**config.mk**
```make
export PLATFORM = sky130hd
export DESIGN_NAME = regarray_arb
export DESIGN_NICKNAME = d
export VERILOG_FILES = /design/src/rtl/regarray_pkg.sv /design/src/rtl/rr_arbiter.sv /design/src/rtl/regarray_arb.sv
export SDC_FILE = /design/constraint.sdc
export NUM_CORES = 1
export LEC_CHECK = 0
export CORE_MARGIN = 2
export CORE_UTILIZATION = 25
export CTS_BUF_LIST = sky130_fd_sc_hd__clkbuf_8
export DETAILED_ROUTE_END_ITERATION = 10
export PLACE_DENSITY_LB_ADDON = 0.05
export SKIP_CTS_REPAIR_TIMING = 1
export SKIP_LAST_GASP = 1
export SLEW_MARGIN = 30
export SYNTH_ARGS = -nofsm -noshare
export SYNTH_HDL_FRONTEND = slang
export SYNTH_SLANG_ARGS = --single-unit
```
**constraint.sdc**
```tcl
create_clock -name clk_i -period 7.25 [get_ports clk_i]
set_clock_uncertainty 0.15 [all_clocks]
set_input_delay 0.725 -clock clk_i [delete_from_list [all_inputs] [get_ports clk_i]]
set_output_delay 0.725 -clock clk_i [all_outputs]
set_load 0.005 [all_outputs]
```
**src/rtl/regarray_pkg.sv**
```systemverilog
// Shared definitions for the round-robin register array controller.
package regarray_pkg;

  typedef logic [1:0] state_t;

  localparam state_t ST_ARB    = 2'd0;
  localparam state_t ST_ACCESS = 2'd1;
  localparam state_t ST_CLEAR  = 2'd2;

  // Address width needed to reach every word of a depth-entry array (never below one bit)
  function automatic int addr_width(input int depth);
    return (depth > 1) ? $clog2(depth) : 1;
  endfunction

endpackage

```
**src/rtl/rr_arbiter.sv**
```systemverilog
// Combinational round-robin picker: the first requester at or after ptr wins.
module rr_arbiter #(
  parameter int R  = 4,
  parameter int PW = (R > 1) ? $clog2(R) : 1
) (
  input  logic [R-1:0]  req,
  input  logic [PW-1:0] ptr,
  output logic [R-1:0]  win,
  output logic [PW-1:0] win_idx,
  output logic          any
);

  logic [PW-1:0] cand;

  // Walk offsets from farthest to nearest so the requester closest to ptr claims the grant last
  always_comb begin
    win     = '0;
    win_idx = '0;
    cand    = '0;
    any     = |req;
    for (int k = R - 1; k >= 0; k--) begin
      cand = PW'((int'(ptr) + k) % R);
      if (req[cand]) begin
        win       = '0;
        win[cand] = 1'b1;
        win_idx   = cand;
      end
    end
  end

endmodule

```
**src/rtl/regarray_arb.sv**
```systemverilog
// Register array shared by R requesters: serialised single-word access plus a word-by-word bulk clear.
module regarray_arb
  import regarray_pkg::*;
#(
  parameter int           N     = 4,
  parameter int           M     = 15,
  parameter int           R     = 4,
  parameter logic [N-1:0] VALUE = '0,
  parameter int           AW    = addr_width(M + 1)
) (
  input  logic               clk_i,
  input  logic               rst_i,
  input  logic [R-1:0]       req_i,
  input  logic [R-1:0]       we_i,
  input  logic [R*AW-1:0]    addr_i,
  input  logic [R*N-1:0]     wdata_i,
  input  logic               clr_i,
  output logic [R-1:0]       gnt_o,
  output logic [N-1:0]       rdata_o,
  output logic               rvalid_o,
  output logic               busy_o,
  output logic [(M+1)*N-1:0] array_o
);

  localparam int            PW       = (R > 1) ? $clog2(R) : 1;
  localparam logic [AW-1:0] LAST     = AW'(M);
  localparam logic [PW-1:0] LAST_REQ = PW'(R - 1);

  state_t        state;
  logic [PW-1:0] ptr;
  logic [PW-1:0] win_q;
  logic          clr_pend;
  logic [AW-1:0] idx;
  logic [N-1:0]  mem [0:M];

  logic [R-1:0]  arb_win;
  logic [PW-1:0] arb_idx;
  logic          arb_any;

  logic          acc_we;
  logic [AW-1:0] acc_addr;
  logic [N-1:0]  acc_wdata;
  logic          acc_ok;

  rr_arbiter #(
    .R  (R),
    .PW (PW)
  ) u_arb (
    .req     (req_i),
    .ptr     (ptr),
    .win     (arb_win),
    .win_idx (arb_idx),
    .any     (arb_any)
  );

  // Route the latched winner's request fields to the single access port and flag addresses past the last word
  always_comb begin
    acc_we    = 1'b0;
    acc_addr  = '0;
    acc_wdata = '0;
    for (int j = 0; j < R; j++) begin
      if (win_q == PW'(j)) begin
        acc_we    = we_i[j];
        acc_addr  = addr_i[j*AW +: AW];
        acc_wdata = wdata_i[j*N +: N];
      end
    end
    acc_ok = (acc_addr <= LAST);
  end

  // Controller state, storage, pointer, pending clear and the registered grant/read outputs
  always_ff @(posedge clk_i) begin
    if (rst_i) begin
      state    <= ST_ARB;
      ptr      <= '0;
      win_q    <= '0;
      clr_pend <= 1'b0;
      idx      <= '0;
      gnt_o    <= '0;
      rdata_o  <= '0;
      rvalid_o <= 1'b0;
      busy_o   <= 1'b0;
      for (int i = 0; i <= M; i++) begin
        mem[i] <= VALUE;
      end
    end else begin
      gnt_o    <= '0;
      rvalid_o <= 1'b0;
      case (state)
        ST_ARB: begin
          if (clr_i || clr_pend) begin
            state    <= ST_CLEAR;
            idx      <= '0;
            clr_pend <= 1'b0;
            busy_o   <= 1'b1;
          end else if (arb_any) begin
            gnt_o  <= arb_win;
            win_q  <= arb_idx;
            state  <= ST_ACCESS;
            busy_o <= 1'b1;
          end else begin
            busy_o <= 1'b0;
          end
        end
        ST_ACCESS: begin
          if (clr_i) begin
            clr_pend <= 1'b1;
          end
          if (acc_we) begin
            if (acc_ok) begin
              mem[acc_addr] <= acc_wdata;
            end
          end else begin
            rdata_o  <= acc_ok ? mem[acc_addr] : VALUE;
            rvalid_o <= 1'b1;
          end
          ptr    <= (win_q == LAST_REQ) ? '0 : win_q + PW'(1);
          state  <= ST_ARB;
          busy_o <= 1'b0;
        end
        ST_CLEAR: begin
          if (clr_i) begin
            clr_pend <= 1'b1;
          end
          mem[idx] <= VALUE;
          if (idx == LAST) begin
            state  <= ST_ARB;
            busy_o <= 1'b0;
          end else begin
            idx    <= idx + AW'(1);
            busy_o <= 1'b1;
          end
        end
        default: begin
          state  <= ST_ARB;
          busy_o <= 1'b0;
        end
      endcase
    end
  end

  // Expose every stored word side by side, word 0 in the low bits
  for (genvar g = 0; g <= M; g++) begin : g_flat
    assign array_o[g*N +: N] = mem[g];
  end

endmodule
```
==> results summary <==
The average cell area after synthesis is 10.02 um2. The synthesized design devotes to its leading area cell type 38.50% of total area. The worst setup path category is reg2reg.

The minimum period implied by the final worst setup slack is 3548 ps. The number of failing setup endpoints in the final timing report is 0. The hold violation count in the final report is 0. In this run the worst hold path is classified as reg2reg.

The maximum cell stage delay along the critical path came out at 550 ps. The cell count after synthesis came out at 498. The share of the cycle needed by the critical path after routing came out at 48.94%. Prior to clock tree synthesis, the placed netlist has a worst setup slack of 3260 ps. The number of violations of the max-capacitance limit is 0. Synthesis inferred 85 register bits. The die boundary width came out at 145.3 um.

The global-route wire length before repair came out at approximately 27000 um. The worst pin sits at a relative slew slack of 37.95%. The total core area is 19530 um2.

The power density over cell area came out at 226.2 nW/um2. The final critical-path setup slack is 3702 ps. The final layout contains ~660 nets. The pin slew with the least headroom to its limit is slightly above 900 ps. The maximum operating frequency came out at 281.8 MHz. Global routing used ~17% of the available tracks across all layers. The net count after synthesis is 558. The effective utilization at floorplan is 25.57%. At the end of routability-driven placement, the weighted congestion stood at 0.7816. The count of cell types in the netlist came out at 58.

The count of buffers inserted at the top-level ports is 116. The number of design-rule violations left by the first detailed-router iteration is 271. The synthesized design spends more area on one cell type than any other, namely sky130_fd_sc_hd__edfxtp_1. The share of the core filled with cells in the final layout is 33.35%.

The number of vias per cell after detailed routing is 4.753. The data arrival time of the critical path came out at 3430 ps. The library cell used most frequently in the layout, excluding fill and tap cells, is sky130_fd_sc_hd__clkdlybuf4s50_1. STA classifies the critical path startpoint as a flip-flop.

Summing every instance area after synthesis gives 4992 um2. From synthesis to final layout, the design area changed by 30.45%. The accumulated negative setup slack came out at 0 ps. The detailed-placement wirelength estimate is 12720 um. Across all register-to-register paths, the minimum setup slack is 3700 ps. The maximum net fanout on the critical path is 20.

During synthesis, Yosys emitted a total of 0 warnings. CTS placed an instance of sky130_fd_sc_hd__clkbuf_8 at the clock tree root. By instance count, the cell type seen most on the critical path is sky130_fd_sc_hd__nor2_1.

The number of vias in the routed layout is around 4100. The insertion delay to the later sink of the worst-skew pair is 390 ps. The initial antenna violation count is 0. Row generation in the floorplan step produced 51 rows.

The total global routing overflow came out at 0. The highest-delay cell along the critical path is sky130_fd_sc_hd__o21bai_1. At the worst endpoint, the required time is around 7000 ps. The routed wirelength normalized by instance count came out at between 20 and 25 um. The number of global-route vias before repair is 4296. met2 is the most crowded layer. The share of async-settable or async-resettable flops after synthesis came out at 0%. The static power due to leakage came out at 0.002169 uW.

The worst-case vdd ir drop is 0.09141 mV. The number of flops mapped to enable cells by yosys is 64. In the synthesized netlist the dominant register cell turns out to be sky130_fd_sc_hd__edfxtp_1. For met1 alone, demand over resource in global routing was a little under a quarter.

The die footprint came out at 21120 um2. The final count of pins violating max slew came out at 0. The met2 usage in global routing is 26.35%.

The TritonCTS buffer count is 9. The clock input transition at the sequential cells of the worst setup and hold paths is ~90 ps. Setup repair after global routing left no endpoint under its margin. During I/O placement, the number of pins put on the boundary was 117.

The die height came out at 145.3 um. TritonCTS built the clock tree. The run finished with clean final reports. The routed wire length is 17400 um.

The maximum clock insertion buffer count came out at 2. Once detail routing completed, the nets flagged for antenna violations numbered 0. The largest net degree at the start of global routing came out at 38. The final routed DRC violation total came out at 0.

In the layout the commonest cells are sky130_fd_sc_hd__clkdlybuf4s50_1, sky130_fd_sc_hd__nand2_1, sky130_fd_sc_hd__edfxtp_1. The critical path goes through inv_1 -> ha_1 -> nor2_1 -> o211ai_2 -> o211ai_4 -> o21ai_1 -> nor2_1 -> nand2_1 -> o21bai_1. Yosys attributes the largest share of cell area to sky130_fd_sc_hd__edfxtp_1, sky130_fd_sc_hd__dfxtp_1, sky130_fd_sc_hd__nand2_1, sky130_fd_sc_hd__nor3_1, sky130_fd_sc_hd__nor3_2. The element type at the critical path end is a flip-flop. The number of search-and-repair iterations in the first detailed-routing pass is 4. The number of antenna cells inserted came out at 0. Counting every sink on the clock net gives 85. The H-tree was split into 3 levels. The fraction of final layout cells with drive strength greater than 1 is 11.17%. The post-synthesis sequential area ratio came out at 46.92%. The met3 demand-to-capacity share in global routing came out at 4.748%.
==> flip-flops by register name (all words and copies together), names as in the netlist <==
register	flops
mem	64
gnt_o	4
idx	4
rdata_o	4
ptr	2
state	2
win_q	2
busy_o	1
clr_pend	1
rvalid_o	1
==> critical path: cells and delay by family (launching register included) <==
kind / cells / cell delay (ps)
adder cells (fa/ha/maj): 1 / 380
AND/OR/NAND/NOR: 3 / 1020
AO/OA/AOI/OAI: 4 / 1150
buffers and inverters: 1 / 100
flip-flops: 1 / 400
==> through the flow <==
step | power, uW | area [um2] | cells | hold WS, ps
finish | 1473 | 6513 | 865 | 328.6
global route | 1561 | 6513 | 865 | 404.1
CTS | 1491 | 6505 | 865 | 330.6
detailed placement | 1135 | 6310 | 849 | 311.6
global placement | 1136 | 6310 | 849 | 311.0
floorplan | 942.0 | 4992 | 498 | 313.5
==> Yosys cell counts, drive strengths merged (7+ instances only) <==
master / n
mux2i: 21
nor2: 35
a21oi: 17
clkbuf: 8
o21bai: 17
nor3: 71
nand2: 82
ha: 17
buf: 30
nand3: 20
dfxtp: 21
nor2b: 7
inv: 13
edfxtp: 64
o21ai: 9
==> report_power, final <==
group	switching (uW)	internal [uW]	total (uW)
Sequential	26.4	551	578
Clock	193	161	354
Combinational	353	188	541
Total	573	900	1470
==> per-layer routing <==
metal	routed length, um	share of wire [%]	vias to the layer above
li1	-	-	2011
met1	8269	48	1954
met2	7850	45	137
met3	1092	6.3	9
met4	185	1.1	0
met5	0	0	-
==> final timing paths <==
path,startpoint,endpoint,cells after the start
max,win_q[0],mem[2][2],9
min,rdata_o[2],rdata_o[2],2
max reg2reg,win_q[0],mem[2][2],9
min reg2reg,rdata_o[2],rdata_o[2],2
==> layout make-up <==
type / instances / area (um2)
fill: 2058 / 13010
multi-input combinational: 362 / 2374
sequential: 85 / 2342
timing repair buffer: 124 / 1221
tap: 265 / 331.6
clock buffer: 9 / 123.9
clock inverter: 7 / 71.32
inverter: 13 / 48.80
==> kinds of logic after synthesis <==
kind of cell,after synthesis,synth area share [%]
flip-flops,85,46.92
AND/OR/NAND/NOR,234,24.59
adder cells (fa/ha/maj),17,4.261
XOR/XNOR,2,0.3509
multiplexers,22,4.662
buffers and inverters,51,5.689
AO/OA/AOI/OAI,87,13.53
(Power assumes the default switching activity.)
